**config.mk**
```make
export PLATFORM = sky130hd
export DESIGN_NAME = mac_acc_drain
export DESIGN_NICKNAME = d
export VERILOG_FILES = /design/src/rtl/mac_drain_pkg.sv /design/src/rtl/mac_requant_sat.sv /design/src/rtl/mac_acc_drain.sv
export SDC_FILE = /design/constraint.sdc
export NUM_CORES = 1
export LEC_CHECK = 0
export BUFFER_PORTS_ARGS = -buffer_cell sky130_fd_sc_hd__buf_4
export CORE_MARGIN = 10
export CORE_UTILIZATION = 53
export CTS_CLUSTER_DIAMETER = 100
export CTS_CLUSTER_SIZE = 14
export DETAILED_ROUTE_END_ITERATION = 8
export PLACE_DENSITY = 0.86
export REMOVE_ABC_BUFFERS = 1
export SYNTH_ARGS = -nofsm -noshare
export SYNTH_HDL_FRONTEND = slang
export SYNTH_HIERARCHICAL = 1
export SYNTH_SLANG_ARGS = --single-unit
export TNS_END_PERCENT = 5
```
**constraint.sdc**
```tcl
create_clock -name clock -period 5.1 [get_ports clock]
set_input_delay 0.51 -clock clock [delete_from_list [all_inputs] [get_ports clock]]
set_output_delay 0.51 -clock clock [all_outputs]
set_load 0.1 [all_outputs]
```
**src/rtl/mac_drain_pkg.sv**
```systemverilog
// Shared types and saturation limits for the MAC accumulator drain path.
package mac_drain_pkg;

   typedef enum logic [2:0] {
      IDLE,
      WAIT_ACC,
      CAPTURE,
      SEND,
      DONE
   } drain_state_t;

   localparam int INT8_MAX = 127;
   localparam int INT8_MIN = -128;
   localparam int INT4_MAX = 7;
   localparam int INT4_MIN = -8;

endpackage

```
**src/rtl/mac_requant_sat.sv**
```systemverilog
// Combinational requantizer: round half up, arithmetic right shift, saturate to INT8 or INT4.
module mac_requant_sat
   import mac_drain_pkg::*;
#(
   parameter int ACC_W   = 20,
   parameter int OUT_W   = 8,
   parameter int SHIFT_W = 5
) (
   input  logic signed [ACC_W-1:0]   acc,
   input  logic        [SHIFT_W-1:0] shift,
   input  logic                      int4,
   output logic signed [OUT_W-1:0]   result
);

   logic signed [ACC_W:0] acc_wide;
   logic signed [ACC_W:0] rnd;
   logic signed [ACC_W:0] sum;
   logic signed [ACC_W:0] shifted;
   logic signed [ACC_W:0] hi;
   logic signed [ACC_W:0] lo;

   always_comb begin
      acc_wide = {acc[ACC_W-1], acc};
      rnd      = '0;
      if (shift != '0) begin
         rnd = (ACC_W+1)'(1) << (shift - SHIFT_W'(1));
      end
      // One guard bit keeps the rounding add from overflowing at full-scale positive input
      sum     = acc_wide + rnd;
      shifted = sum >>> shift;
      hi      = int4 ? (ACC_W+1)'(INT4_MAX) : (ACC_W+1)'(INT8_MAX);
      lo      = int4 ? (ACC_W+1)'(INT4_MIN) : (ACC_W+1)'(INT8_MIN);
      if (shifted > hi) begin
         result = hi[OUT_W-1:0];
      end else if (shifted < lo) begin
         result = lo[OUT_W-1:0];
      end else begin
         result = shifted[OUT_W-1:0];
      end
   end

endmodule

```
**src/rtl/mac_acc_drain.sv**
```systemverilog
// Drains NUM_MACS accumulators: snapshot, clear pulse, requantize and stream over valid/ready.
// Optional MAC_DRAIN_INT4_EN adds i_int4_mode for INT4 saturation.
module mac_acc_drain
   import mac_drain_pkg::*;
#(
   parameter int NUM_MACS = 4,
   parameter int ACC_W    = 20,
   parameter int OUT_W    = 8,
   parameter int SHIFT_W  = 5
) (
   input  logic                          clock,
   input  logic                          reset_n,
   input  logic                          start,
   input  logic [SHIFT_W-1:0]            i_shift,
`ifdef MAC_DRAIN_INT4_EN
   input  logic                          i_int4_mode,
`endif
   input  logic [NUM_MACS*ACC_W-1:0]     i_acc_flat,
   input  logic                          i_acc_valid,
   output logic                          o_clear_acc,
   output logic                          o_busy,
   output logic [OUT_W-1:0]              o_data,
   output logic [$clog2(NUM_MACS)-1:0]   o_index,
   output logic                          o_last,
   output logic                          o_valid,
   input  logic                          i_ready,
   output logic                          o_done
);

   localparam int IDX_W = $clog2(NUM_MACS);

   drain_state_t              state_reg, state_next;
   logic [SHIFT_W-1:0]        shift_reg;
   logic                      int4_reg;
   logic signed [ACC_W-1:0]   snap [NUM_MACS];
   logic [IDX_W-1:0]          idx_reg;
   logic [IDX_W-1:0]          sel_idx;
   logic [OUT_W-1:0]          data_reg;
   logic                      last_reg;
   logic signed [OUT_W-1:0]   rq_result;

   always_ff @(posedge clock or negedge reset_n) begin
      if (!reset_n) begin
         state_reg <= IDLE;
      end else begin
         state_reg <= state_next;
      end
   end

   always_comb begin
      state_next = state_reg;
      case (state_reg)
         IDLE:     if (start) state_next = WAIT_ACC;
         WAIT_ACC: if (i_acc_valid) state_next = CAPTURE;
         CAPTURE:  state_next = SEND;
         SEND:     if (i_ready && last_reg) state_next = DONE;
         DONE:     state_next = IDLE;
         default:  state_next = IDLE;
      endcase
   end

   // Outputs decode straight from state so reset clears them without waiting for a clock
   assign o_clear_acc = (state_reg == CAPTURE);
   assign o_busy      = (state_reg != IDLE);
   assign o_valid     = (state_reg == SEND);
   assign o_done      = (state_reg == DONE);
   assign o_data      = data_reg;
   assign o_index     = idx_reg;
   assign o_last      = last_reg;

   always_ff @(posedge clock or negedge reset_n) begin
      if (!reset_n) begin
         shift_reg <= '0;
      end else if (state_reg == IDLE && start) begin
         shift_reg <= (i_shift > SHIFT_W'(ACC_W-1)) ? SHIFT_W'(ACC_W-1) : i_shift;
      end
   end

`ifdef MAC_DRAIN_INT4_EN
   always_ff @(posedge clock or negedge reset_n) begin
      if (!reset_n) begin
         int4_reg <= 1'b0;
      end else if (state_reg == IDLE && start) begin
         int4_reg <= i_int4_mode;
      end
   end
`else
   assign int4_reg = 1'b0;
`endif

   genvar gi;
   generate
      for (gi = 0; gi < NUM_MACS; gi++) begin : g_snap
         logic signed [ACC_W-1:0] elem_reg;
         always_ff @(posedge clock or negedge reset_n) begin
            if (!reset_n) begin
               elem_reg <= '0;
            end else if (state_reg == WAIT_ACC && i_acc_valid) begin
               elem_reg <= i_acc_flat[gi*ACC_W +: ACC_W];
            end
         end
         assign snap[gi] = elem_reg;
      end
   endgenerate

   // Shared requantizer looks one element ahead so the next result is ready at the handshake
   assign sel_idx = (state_reg == CAPTURE) ? '0 : idx_reg + IDX_W'(1);

   mac_requant_sat #(
      .ACC_W   (ACC_W),
      .OUT_W   (OUT_W),
      .SHIFT_W (SHIFT_W)
   ) u_requant (
      .acc    (snap[sel_idx]),
      .shift  (shift_reg),
      .int4   (int4_reg),
      .result (rq_result)
   );

   always_ff @(posedge clock or negedge reset_n) begin
      if (!reset_n) begin
         data_reg <= '0;
         idx_reg  <= '0;
         last_reg <= 1'b0;
      end else if (state_reg == CAPTURE ||
                   (state_reg == SEND && i_ready && !last_reg)) begin
         data_reg <= rq_result;
         idx_reg  <= sel_idx;
         last_reg <= (sel_idx == IDX_W'(NUM_MACS-1));
      end
   end

endmodule

```
======== After elaboration in Yosys (flattened, before gate mapping) ========
Index checks and enable logic that the tools add are counted.
storage, ports and cells
  register bits ........................... 99
  latch bits .............................. 0
  RAM bits ................................ 0
  memory bits (read-only) ................. 0
  input bits .............................. 90
  output and inout port bits .............. 15
  word-level logic and storage cells ...... 50
  memories kept ........................... 0
operators by class
  add/subtract/negate cells ............... 3
  multiply operators ...................... 0
  divide/modulo/power cells ............... 0
  magnitude comparators ................... 4
  eq/ne operators ......................... 8
  shifts and indexed selects .............. 2
  muxes and demuxes ....................... 12
  bitwise logic cells ..................... 1
  reduce and logical (&&, ||, !) cells .... 11
operators by type and width
  operator              number
  $bmux 20 s2           1
  $mux 20               2
  $add 20x21->21        1
  $gt 21x8->1 const B   1
  $lt 21x8->1 const B   1
  $mux 21               1
  $shl 1x5->21 const A  1
  $sshr 21x5->21        1
  $mux 8                2
  $pmux 3 s4            1
  $mux 3                3
  $eq 3x2->1 const B    2
  $gt 5x5->1 const B    1
  $logic_and 1x1->1     5
  $mux 5                1
  $reduce_bool 5->1     1
  $sub 5x1->5 const B   1
  $ne 2x2->1 const B    2
  $eq 3x1->1 const B    1
  $eq 3x3->1 const B    1
  $ge 3x3->1 const B    1
  $logic_not 3->1       1
  $not 2->3             1
  $reduce_and 3->1      1
  7 further kinds       7

======== Depth between registers and ports, before layout ========
  depth after elaboration ................. 11
  depth in mapped cells ................... 31
  gate-level depth less buffers ........... 28

======== Modules after synthesis ========
Netlist, hierarchy kept.
by module, submodules not included
  module           instances  cells an instance  area each (um2)  seq. area each (um2)
  mac_acc_drain    1          333                4443.0           2477.4
  mac_requant_sat  1          489                3305.7           0.0

======== Least setup slack after synthesis ========
Ideal clock, no wire load.
  path type ............................... reg-to-reg
  from .................................... reg idx_reg[0], in the netlist o_index[0]
  to ...................................... reg data_reg[0], in the netlist o_data[0]
  setup time .............................. 0.128 ns
  arrival ................................. 6.004 ns
  required time ........................... 4.972 ns
  path slack .............................. -1.032 ns
  stages on the path, launching flop included .. 30
  buffers on the path ..................... 1
  period minus slack after synthesis ...... 6.132 ns
  cells stage by stage .................... dfrtp_1 -> xnor2_1 -> nor2_2 -> buf_2 -> a21oi_1 -> a22oi_1 -> ha_1 -> inv_1 -> fa_1 -> nand2b_1 -> a211oi_4 -> o211ai_1 -> and3_1 -> nor2_1 -> a21boi_2 -> mux2i_1 -> a21oi_1 -> a221oi_1 -> ha_1 -> inv_1 -> o21bai_1 -> a21o_1 -> a21oi_1 -> a2111oi_0 -> o211ai_1 -> nor3_1 -> o211ai_1 -> and2_1 -> nor2_1 -> mux2_1
between the ends
  longest elaborated chain between the ends .. 11
  elaborated cells on any way between the ends .. 12
  classes of those cells .................. add/sub (2); order compare (2); shift (1); mux (6); bitwise (1)
ends and longest elaborated chain
  what                                          RTL line               text
  from (decl)                                   mac_acc_drain.sv:36    logic [IDX_W-1:0] idx_reg;
  from (signal assigned)                        mac_acc_drain.sv:128   idx_reg <= sel_idx;
  $add 2x1->2 *                                 mac_acc_drain.sv:107   assign sel_idx = (state_reg == CAPTURE) ? '0 : idx_reg + IDX_W'(1);
  $mux 2 *                                      mac_acc_drain.sv:107
  $not 2->3 (implied by the code) *             mac_acc_drain.sv:114   .acc (snap[sel_idx]),
  $bmux 20 s2 *                                 mac_acc_drain.sv:114
  $mux 20 (implied by the code) * (2 in a row)  mac_acc_drain.sv:114
  $add 20x21->21 *                              mac_requant_sat.sv:29  sum = acc_wide + rnd;
  $sshr 21x5->21 *                              mac_requant_sat.sv:30  shifted = sum >>> shift;
  $lt 21x8->1                                   mac_requant_sat.sv:35  end else if (shifted < lo) begin
  $mux 8                                        mac_requant_sat.sv:35
  $mux 8 *                                      mac_requant_sat.sv:33  if (shifted > hi) begin
  via rq_result[0]                              mac_acc_drain.sv:40    logic signed [OUT_W-1:0] rq_result;
  to (signal assigned)                          mac_acc_drain.sv:127   data_reg <= rq_result;
  to (decl)                                     mac_acc_drain.sv:38    logic [OUT_W-1:0] data_reg;
Mark *: on every way through the listed nets, which the timed path passes. The rest lies on a longest branch. The select of a mux whose other input is x is not followed.
A chain may end at the register's enable or synchronous reset.

======== Final worst setup path ========
  from .................................... reg state_reg[0]
  to ...................................... reg data_reg[3], in the netlist o_data[3]
between the ends
  longest elaborated chain between the ends .. 11
  elaborated cells on any way between the ends .. 16
  classes of those cells .................. add/sub (1); order compare (2); eq/ne (2); shift (1); mux (6); bitwise (1); reduce/logical (3)
ends and longest elaborated chain
  what                                          RTL line               text
  from (decl)                                   mac_acc_drain.sv:32    drain_state_t state_reg, state_next;
  from (signal assigned)                        mac_acc_drain.sv:46    state_reg <= state_next;
  $eq 3x2->1 *                                  mac_acc_drain.sv:107
  $mux 2 *                                      mac_acc_drain.sv:107
  $not 2->3 (implied by the code) *             mac_acc_drain.sv:114
  $bmux 20 s2 *                                 mac_acc_drain.sv:114
  $mux 20 (implied by the code) * (2 in a row)  mac_acc_drain.sv:114
  $add 20x21->21 *                              mac_requant_sat.sv:29
  $sshr 21x5->21 *                              mac_requant_sat.sv:30
  $lt 21x8->1                                   mac_requant_sat.sv:35
  $mux 8                                        mac_requant_sat.sv:35
  $mux 8 *                                      mac_requant_sat.sv:33
  via rq_result[3]                              mac_acc_drain.sv:40
Marks and branches as above.

==> results_dict.tcl <==
set metrics [dict create \
    gp_congestion 0.9861 \
    required_ns 5.35 \
    vias 8222 \
    die_h_um 140.9 \
    finalCritPeriodShare 1.134 \
    fin_crit_ns 5.781 \
    fin_ws_ns -0.6813 \
    maxCapViolCount 0 \
    finalMaxSlewViolations 0 \
    place_ws_ns -0.9296 \
    crit_path_start_kind "register" \
    synth_cells 822 \
    crit_path_frequent_cell "buf_4" \
    h-tree-depth 3 \
    busiest_layer "met2" \
    routed_via_density 6.305 \
    avgSynthCellArea_um2 9.427 \
    initial_utilization 0.5372 \
    rows 44 \
    n_fill_cell 956 \
    utilization 0.7462 \
    routed_wl_um 27720 \
    r2r-end "o_data[3]" \
    placed_area_um2 10010 \
    async_flop_share 1.000 \
    status "complete, but fails checks" \
    setup_viol 7 \
    clk_pin_slew_ns 0.07 \
    grt_pass1_wl_um 43550 \
    tritoncts "built" \
    drtAntennaViolNets 0 \
    arrival_ns 6.03 \
    antenna_found_initial 0 \
    use_met2 0.4623 \
    clk_latency_ns 0.36 \
    clock-sinks 99 \
    wl_per_cell_um 21.26 \
    crit_family "compound AO/OA/AOI/OAI gates" \
    ys_warn_count 6 \
    dieWidth_um 140.9 \
    crit_path_end_kind "register" \
    grt.overflow.total 0 \
    core_area_um2 14420 \
    reg2reg_from "state_reg[0]" \
    diodes 0 \
    drive_gt1_frac 0.4696 \
    min_path_type "input port to asynchronous set/reset pin" \
    grt_use_total 0.2671 \
    grt_start_max_net_pins 56 \
    synth-edff-count 0 \
    dp_hpwl_um 20120 \
    reg2reg_depth 28 \
    cts_buffer_depth 2 \
    nets 1235 \
    use_met1 0.3044 \
    synthesis.area_um2 7749 \
    dr.pass1.iters 5 \
    clockRootBuffer "clkbuf_16" \
    largest_register_ffs 80 \
    maxSlewHeadroom 0.1473 \
    fin_area_um2 10760 \
    fmax_mhz 173.0 \
    dieArea_um2 19860 \
    rsz0062_at_grt "true" \
    critPathSlowestCell "dfrtp_1" \
    rrSetupSlack_ns -0.68 \
    met3_usage 0.04434 \
    worst_pin_slew_ns 1.279 \
    port-buffer-count 104 \
    violations "negative setup slack" \
    slowest_delay_ns 0.42 \
    ys_types 93 \
    area_growth_pct 38.90 \
    ys_seq_elements 99 \
    cp_num_buf_inv 8 \
    io_pins 105 \
    worstSetupPathType "register to register" \
    fin_skew_ns 0.008545 \
    drc 0 \
    cts_made_buffers 9 \
    hold_viol 0 \
    path_max_fanout 13 \
    first_iter_violations 826 \
    ys_seq_area_frac 0.3197 \
    synth_ff_type "dfrtp_1" \
    grt_pass1_vias 8665 \
]
timing repair:
item | CTS | global route
gates resized for setup | 38 | 20
setup buffers | 17 | 8
cloned | 0 | 1
endpoints found under the setup margin | 7 | 7
hold buffers | 0 | 0
pin swaps | 34 | 22
cell usage after synthesis, drive strengths merged (2+ instances only):
cell | instances | area (µm²)
clkinv | 2 | 7.510
and4 | 2 | 20.02
nand4 | 6 | 43.79
inv | 20 | 75.07
mux4 | 6 | 135.1
a31oi | 6 | 37.54
o31ai | 5 | 51.30
and2 | 4 | 27.53
o2111ai | 3 | 43.80
a211oi | 13 | 137.6
a22oi | 22 | 170.2
nor3b | 3 | 33.78
and3 | 7 | 43.79
nor3 | 15 | 80.08
ha | 28 | 350.3
o21ai | 50 | 254.0
nand3b | 4 | 33.78
a41o | 2 | 21.27
o211ai | 13 | 107.6
o22ai | 4 | 25.02
a2111oi | 2 | 17.52
o311ai | 3 | 26.28
mux2i | 36 | 360.4
nand3 | 10 | 55.05
nor2b | 3 | 18.77
mux2 | 94 | 1059
o311a | 2 | 20.02
nor4 | 7 | 77.58
buf | 31 | 214.0
o21a | 5 | 37.54
a31o | 3 | 26.28
xor2 | 6 | 71.32
nor2 | 91 | 359.1
o221a | 2 | 22.52
clkbuf | 17 | 63.81
a221oi | 7 | 73.82
dfrtp | 99 | 2477
nand2 | 68 | 260.3
o221ai | 9 | 85.08
xnor2 | 7 | 61.31
a21oi | 70 | 384.1
a21boi | 2 | 18.77
or3 | 4 | 25.02
a21o | 8 | 60.06
nand2b | 7 | 43.79
worst register-to-register path, delay by kind of cell (launching register included):
family          cells  cell delay, ns
compound gates     12            2.24
flops               1            0.42
simple gates        4            0.65
buf+inv             8            1.27
mux                 2            0.39
fa+ha+maj           2            0.70
per-stage QoR:
stage          hold slack (ns)  std cells  setup TNS, ns
3_3_place_gp            0.4704       1264         -3.724
4_1_cts                 0.2039       1295         -3.359
2_1_floorplan           0.2144        780         -12.68
6_report                0.1802       1304         -4.485
5_1_grt                 0.2284       1304         -6.839
3_5_place_dp            0.4804       1264         -6.217
metal layers:
metal  up-vias  wire length, µm
li1       3645                -
met1      3973            10300
met2       464            13880
met3       140             1915
met4         0             1621
met5         -                0
how the worst max path moves through the flow:
stage | endpoint | slack (ns) | cells after the start | startpoint
after detailed placement | o_data[0] | -0.93 | 28 | state_reg[2]
final | o_data[3] | -0.68 | 28 | state_reg[0]
after CTS | o_data[5] | -0.52 | 27 | state_reg[0]
after global placement | o_data[1] | -0.57 | 28 | state_reg[2]
after global routing | o_data[5] | -1.03 | 30 | state_reg[1]
after floorplan | o_data[0] | -1.85 | 27 | state_reg[2]
layout by cell type, fill, tap and decap left out, types with 5 or more instances in the layout:
master,n
a21oi_2,13
nor2_2,5
mux2i_1,30
o211ai_1,11
clkbuf_16,10
mux2i_2,5
ha_1,23
nand4_1,5
buf_4,318
mux4_2,6
nor2_4,5
mux2_1,5
a31oi_1,6
inv_1,19
a21o_1,8
o21ai_0,37
nand2_1,66
xnor2_1,7
o221ai_1,6
a22oi_2,5
nand2b_1,6
mux2_2,87
xor2_1,5
nor3_1,13
a211oi_2,6
o21ai_1,11
a22oi_1,17
conb_1,7
dfrtp_1,99
a21oi_1,55
nand3_1,9
a211oi_1,5
nor2_1,81
and3_1,7
kinds of logic after synthesis:
logic type / count (synthesis) / share of synthesized area
fa+ha+maj: 29 / 0.04780
mux: 136 / 0.2006
simple gates: 234 / 0.1479
other cells: 1 / 0.0004840
buf+inv: 70 / 0.04650
compound gates: 240 / 0.2199
xor+xnor: 13 / 0.01712
flops: 99 / 0.3197
area by class of cell:
class	count	area (µm²)	share of cell area
clock buffers	9	225.2	0.02093
clock inverters	6	56.30	0.005231
inverters	22	82.58	0.007673
multi-input cells	659	5176	0.4809
flip-flops and latches	99	2477	0.2302
well taps	184	230.2	0.02139
repair buffers	325	2515	0.2337
Power is not shown: default switching activity piles up to over one toggle a cycle in this logic, so the estimate is an artifact.
